$ cat config.mk
export PLATFORM = sky130hd
export DESIGN_NAME = tri_bbox_scanner
export DESIGN_NICKNAME = d
export VERILOG_FILES = /design/src/rtl/tri_bbox_scanner_pkg.sv /design/src/rtl/tri_bbox_scanner.sv
export SDC_FILE = /design/constraint.sdc
export NUM_CORES = 1
export LEC_CHECK = 0
export BUFFER_PORTS_ARGS = -buffer_cell sky130_fd_sc_hd__buf_2
export CORE_MARGIN = 2
export CORE_UTILIZATION = 40
export DETAILED_ROUTE_END_ITERATION = 7
export PLACE_DENSITY = 0.66
export SETUP_SLACK_MARGIN = 0.5
export SLEW_MARGIN = 20
export SYNTH_ARGS = -nofsm -noshare
export SYNTH_HDL_FRONTEND = slang
export SYNTH_SLANG_ARGS = --single-unit
$ cat constraint.sdc
create_clock -name clk -period 4.9 [get_ports clk]
set_input_delay 0.98 -clock clk [delete_from_list [all_inputs] [get_ports clk]]
set_output_delay 0.98 -clock clk [all_outputs]
set_load 0.05 [all_outputs]
$ cat src/rtl/tri_bbox_scanner_pkg.sv
// tri_bbox_scanner_pkg: shared graphics types, the edge function and bbox helpers
package tri_bbox_scanner_pkg;

   typedef struct packed {
      logic signed [31:0] x;
      logic signed [31:0] y;
   } int_point;

   typedef struct packed {
      int_point a;
      int_point b;
      int_point c;
   } int_triangle;

   // Signed area term of p against edge a->b; >= 0 means p is on the inner side for CCW triangles.
   function automatic logic signed [63:0] edge_fn(input int_point a, input int_point b, input int_point p);
      logic signed [63:0] dx_ab, dy_ab, dx_ap, dy_ap;
      dx_ab = 64'(b.x) - 64'(a.x);
      dy_ab = 64'(b.y) - 64'(a.y);
      dx_ap = 64'(p.x) - 64'(a.x);
      dy_ap = 64'(p.y) - 64'(a.y);
      return dx_ab * dy_ap - dy_ab * dx_ap;
   endfunction

   function automatic logic signed [31:0] min3(input logic signed [31:0] a, input logic signed [31:0] b,
                                               input logic signed [31:0] c);
      logic signed [31:0] m;
      m = (a < b) ? a : b;
      return (m < c) ? m : c;
   endfunction

   function automatic logic signed [31:0] max3(input logic signed [31:0] a, input logic signed [31:0] b,
                                               input logic signed [31:0] c);
      logic signed [31:0] m;
      m = (a > b) ? a : b;
      return (m > c) ? m : c;
   endfunction

   // Clamp a signed coordinate into 0..hi.
   function automatic logic signed [31:0] clamp(input logic signed [31:0] v, input int hi);
      return (v < 0) ? 32'sd0 : (v > hi) ? 32'(hi) : v;
   endfunction

endpackage

$ cat src/rtl/tri_bbox_scanner.sv
// tri_bbox_scanner: walks a triangle's screen-clamped bounding box in raster order and emits covered pixels
module tri_bbox_scanner
   import tri_bbox_scanner_pkg::*;
#(
   parameter int SCREEN_W = 640,
   parameter int SCREEN_H = 480
) (
   input  logic                        clk,
   input  logic                        rst_n,
   input  logic                        tri_valid,
   output logic                        tri_ready,
   input  int_triangle                 tri_in,
   output int_triangle                 test_tri,
   output int_point                    test_point,
   input  logic                        point_in_tri,
   output logic                        pix_valid,
   input  logic                        pix_ready,
   output logic [$clog2(SCREEN_W)-1:0] pix_x,
   output logic [$clog2(SCREEN_H)-1:0] pix_y,
   output logic                        done
);

   localparam int XW = $clog2(SCREEN_W);
   localparam int YW = $clog2(SCREEN_H);

   typedef enum logic [1:0] {IDLE, SETUP, SCAN, DONE} state_t;

   state_t             state, state_nx;
   logic signed [31:0] raw_min_x, raw_max_x, raw_min_y, raw_max_y;
   logic [XW-1:0]      clp_min_x, clp_max_x, min_x, max_x, cur_x;
   logic [YW-1:0]      clp_min_y, clp_max_y, max_y, cur_y;
   logic               off_screen, adv, last_pt;

   // Bounding box of the captured triangle, raw for the off-screen test and clamped for scanning
   always_comb begin
      raw_min_x  = min3(test_tri.a.x, test_tri.b.x, test_tri.c.x);
      raw_max_x  = max3(test_tri.a.x, test_tri.b.x, test_tri.c.x);
      raw_min_y  = min3(test_tri.a.y, test_tri.b.y, test_tri.c.y);
      raw_max_y  = max3(test_tri.a.y, test_tri.b.y, test_tri.c.y);
      clp_min_x  = XW'(clamp(raw_min_x, SCREEN_W - 1));
      clp_max_x  = XW'(clamp(raw_max_x, SCREEN_W - 1));
      clp_min_y  = YW'(clamp(raw_min_y, SCREEN_H - 1));
      clp_max_y  = YW'(clamp(raw_max_y, SCREEN_H - 1));
      off_screen = raw_max_x < 0 || raw_max_y < 0 || raw_min_x > SCREEN_W - 1 || raw_min_y > SCREEN_H - 1;
   end

   // Next-state logic; a candidate advances unless a covered pixel is being stalled
   always_comb begin
      state_nx = state;
      adv      = state == SCAN && (!point_in_tri || pix_ready);
      last_pt  = cur_x == max_x && cur_y == max_y;
      case (state)
         IDLE:    state_nx = tri_valid ? SETUP : IDLE;
         SETUP:   state_nx = off_screen ? DONE : SCAN;
         SCAN:    state_nx = (adv && last_pt) ? DONE : SCAN;
         default: state_nx = IDLE;
      endcase
   end

   // State register; reset aborts any triangle in flight
   always_ff @(posedge clk or negedge rst_n) begin
      if (!rst_n) state <= IDLE;
      else        state <= state_nx;
   end

   // Triangle capture, bbox latch and raster walk of the candidate point
   always_ff @(posedge clk or negedge rst_n) begin
      if (!rst_n) begin
         test_tri <= '0;
         min_x    <= '0;
         max_x    <= '0;
         max_y    <= '0;
         cur_x    <= '0;
         cur_y    <= '0;
      end else begin
         if (state == IDLE && tri_valid) test_tri <= tri_in;
         if (state == SETUP) begin
            min_x <= clp_min_x;
            max_x <= clp_max_x;
            max_y <= clp_max_y;
            cur_x <= clp_min_x;
            cur_y <= clp_min_y;
         end else if (adv && !last_pt) begin
            cur_x <= (cur_x == max_x) ? min_x : cur_x + 1'b1;
            cur_y <= (cur_x == max_x) ? cur_y + 1'b1 : cur_y;
         end
      end
   end

   assign tri_ready  = state == IDLE;
   assign pix_valid  = state == SCAN && point_in_tri;
   assign done       = state == DONE;
   assign pix_x      = cur_x;
   assign pix_y      = cur_y;
   assign test_point = '{x: {{(32 - XW){1'b0}}, cur_x}, y: {{(32 - YW){1'b0}}, cur_y}};

endmodule

==> out/results.ini <==
[yosys]
syn_area_per_cell_um2 = 10.1
synthArstFlopShare_pct = 100
ys_types = 85
synth_edf_count = 0
synth_top_family_by_area = multiplexers
yosysWarnings = 0
synth_compound_area_share_pct = 12.7
yosys_register_bits = 242
muxShareOfSynthArea_pct = 20.3
synthSimpleGateAreaFrac_pct = 10.8
syn-cell-area_mm2 = 0.0178
yosysSeqAreaShare_pct = 34.1
synthCells = 1758
synth_flop_cell = dfrtp_1
synth_xor_area_share_pct = 1.04
synthAdderAreaFrac_pct = 13.8

[timing]
max_freq_ghz = 0.185
post-route-period-util_pct = 111
skew_ps = 24.0
slew_viol_final = 0
finalSetupViolCount = 49
fin_ws_ps = -517
hold_violations = 0
worst_slew_pin_slew_ps = 1220
rsz0062_at_grt = yes
holdWs_ps = 281
relSlewSlack_pct = 17.8
period_minus_slack_ps = 5420

[detailed_routing]
vias_per_cell = 5.47
routedWlPerCell_um = 20.9
totalWireLength_um = 66200
drtPass1Iterations = 7
route.vias.total = 17301
drtIter0Drc = 1005
antenna_left = 0
drc = 0

[cts]
cts.path.max_buffers = 3
cts.sinks = 242
cts_tree = built
insertion_delay_ps = 580
numCtsBuffers = 28
cts_htree_levels = 1
cts_root_buffer = clkbuf_16
clk_pin_slew_ps = 60

[placement]
port_buffers = 429
place_congestion = 0.919
place_hpwl_um = 49600

[die]
die_y_um = 215
rows = 77
die_w_um = 215
core_area_mm2 = 0.0440
pin_count = 475
start_util_pct = 40.4
die_area_mm2 = 0.0461

[critical_path]
cp-startpoint = test_tri[117]
worstPathArrival_ps = 5880
crit_type = reg -> reg
crit_required_ps = 5360
critPathLaunchType = flop
critPathMaxFanout = 6
worstReg2RegStart = test_tri[117]
cp-end-kind = flop

[layout]
multi_input_area_mm2 = 0.0126
drive_above_1_share_pct = 60.0
final_nets = 2937
regArea_mm2 = 0.00619
fillCellCount = 3663
areaGrowthSynthToFinish_pct = 50.4

[global_route]
overflow = 0
grt_max_degree = 128
grt_usage_pct = 27.7
antenna_found_initial = 12
grt_first_pass_wirelength_um = 102000
grt_pass1_vias = 17847

[status]
violations = negative setup slack
status = finished, violations left

[min_path]
hp-class = in -> async

[run]
max_cap_viol_count = 0

state kept, by name, indices dropped and copies added, names as in the netlist:
name / count
test_tri: 192
max_x: 10
min_x: 10
pix_x: 10
max_y: 9
pix_y: 9
state: 2
cells in the mapped netlist, types with 3 or more instances:
master	instances	area share, %
a2111oi_0	8	0.39
a211oi_1	18	0.76
a211oi_2	3	0.21
a21o_1	16	0.68
a21oi_1	69	1.9
a221o_1	4	0.23
a22o_1	3	0.15
a31oi_1	18	0.63
and2_1	5	0.18
and3_1	12	0.42
and4_1	4	0.20
buf_1	4	0.084
buf_2	9	0.25
buf_4	66	2.8
clkbuf_1	38	0.80
dfrtp_1	242	34
ha_1	196	14
inv_1	155	3.3
mux2_2	294	19
mux2i_1	27	1.5
nand2_1	80	1.7
nand2b_1	10	0.35
nand3_1	34	0.96
nand4_1	46	1.6
nor2_1	82	1.7
nor2b_1	12	0.42
nor3_1	22	0.62
nor4_1	39	1.4
o2111ai_1	3	0.15
o211ai_1	28	1.2
o21a_1	7	0.30
o21ai_0	94	2.6
o21ai_1	6	0.17
o21bai_1	3	0.13
o221a_2	7	0.44
o22ai_1	8	0.28
or4_1	5	0.21
xnor2_1	5	0.25
xor2_1	16	0.79
layout by cell type (no fill, tap or decap), types with 30 or more instances in the layout:
cell type,n
mux2_4,37
conb_1,45
dfrtp_1,137
dfrtp_2,105
o21ai_0,46
nor2_1,74
buf_6,35
o21ai_1,30
inv_1,132
nand2_1,69
nor4_1,32
ha_4,59
a21oi_1,46
mux2_2,259
buf_2,428
ha_1,132
buf_4,336
nand4_1,46
through the flow:
| step | instances | instance area, um^2 | setup slack, ps | setup TNS [ps] | utilization (%) |
|---|---|---|---|---|---|
| floorplan | 1802 | 18800 | -266 | -5550 | - |
| global placement | 3004 | 23200 | -597 | -20530 | 52.7 |
| detailed placement | 3004 | 23200 | -741 | -23650 | 52.7 |
| CTS | 3131 | 26000 | -448 | -10960 | 59.1 |
| global route | 3162 | 26700 | -648 | -22340 | 60.7 |
| finish | 3164 | 26700 | -517 | -14910 | 60.7 |
path summary, 6_finish.rpt:
kind                                       to  slack [ps]  depth (start not counted)
worst max register to register       state[0]        -520                         23
min in group clk                     min_x[6]         510                          2
worst min-delay path            test_tri[141]         280                          1
worst max-delay path                 state[0]        -520                         23
worst min register to register       min_x[6]         510                          2
max in group asynchronous       test_tri[109]        3330                          3
per-layer routing:
| layer | track usage, % | vias to the layer above | routed length (um) |
|---|---|---|---|
| li1 | - | 7958 | - |
| met1 | 35.2 | 8466 | 26900 |
| met2 | 48.0 | 707 | 32500 |
| met3 | 4.39 | 160 | 4180 |
| met4 | 9.51 | 10 | 2530 |
| met5 | 0 | - | 73 |
critical path, stage by stage, from the launching register on:
cell,delay (ps)
dfrtp_2,410
inv_2,80
ha_4,210
a211oi_2,200
o21ai_2,120
o22a_2,230
or2_4,250
a2111o_1,430
buf_6,160
nand3_4,100
buf_12,150
buf_8,130
mux2_4,320
ha_4,180
a2111oi_4,310
nand2_1,110
o22ai_2,200
nand4_1,150
a211oi_2,270
mux2i_1,270
a21o_2,190
mux2_4,340
o41a_1,320
a31o_1,180
cell families after synthesis:
group,Yosys count
buffers and inverters,273
DFF,242
adders and majority gates,196
other,1
xor gates and xnor gates,21
AOI/OAI and AO/OA,334
muxes,323
and+or+nand+nor,368
repair_timing:
| action | 4_1_cts | 5_1_grt |
|---|---|---|
| hold buffers | 0 | 0 |
| gates resized for setup | 231 | 88 |
| gates cloned | 8 | 0 |
| setup buffers | 68 | 25 |
| pin swaps | 103 | 69 |
| setup endpoints to repair | 49 | 49 |
area by class of cell:
class | count | share of cell area, %
multi-input combinational | 1288 | 47.0
clock buffer | 41 | 3.07
antenna | 7 | 0.0656
inverter | 155 | 2.20
clock inverter | 10 | 0.426
timing repair buffer | 829 | 21.3
sequential | 242 | 23.2
tap | 592 | 2.77
Power is left out: the tool's default activity adds up to more than one toggle a clock period on the data nets, which glitch-free logic cannot reach.
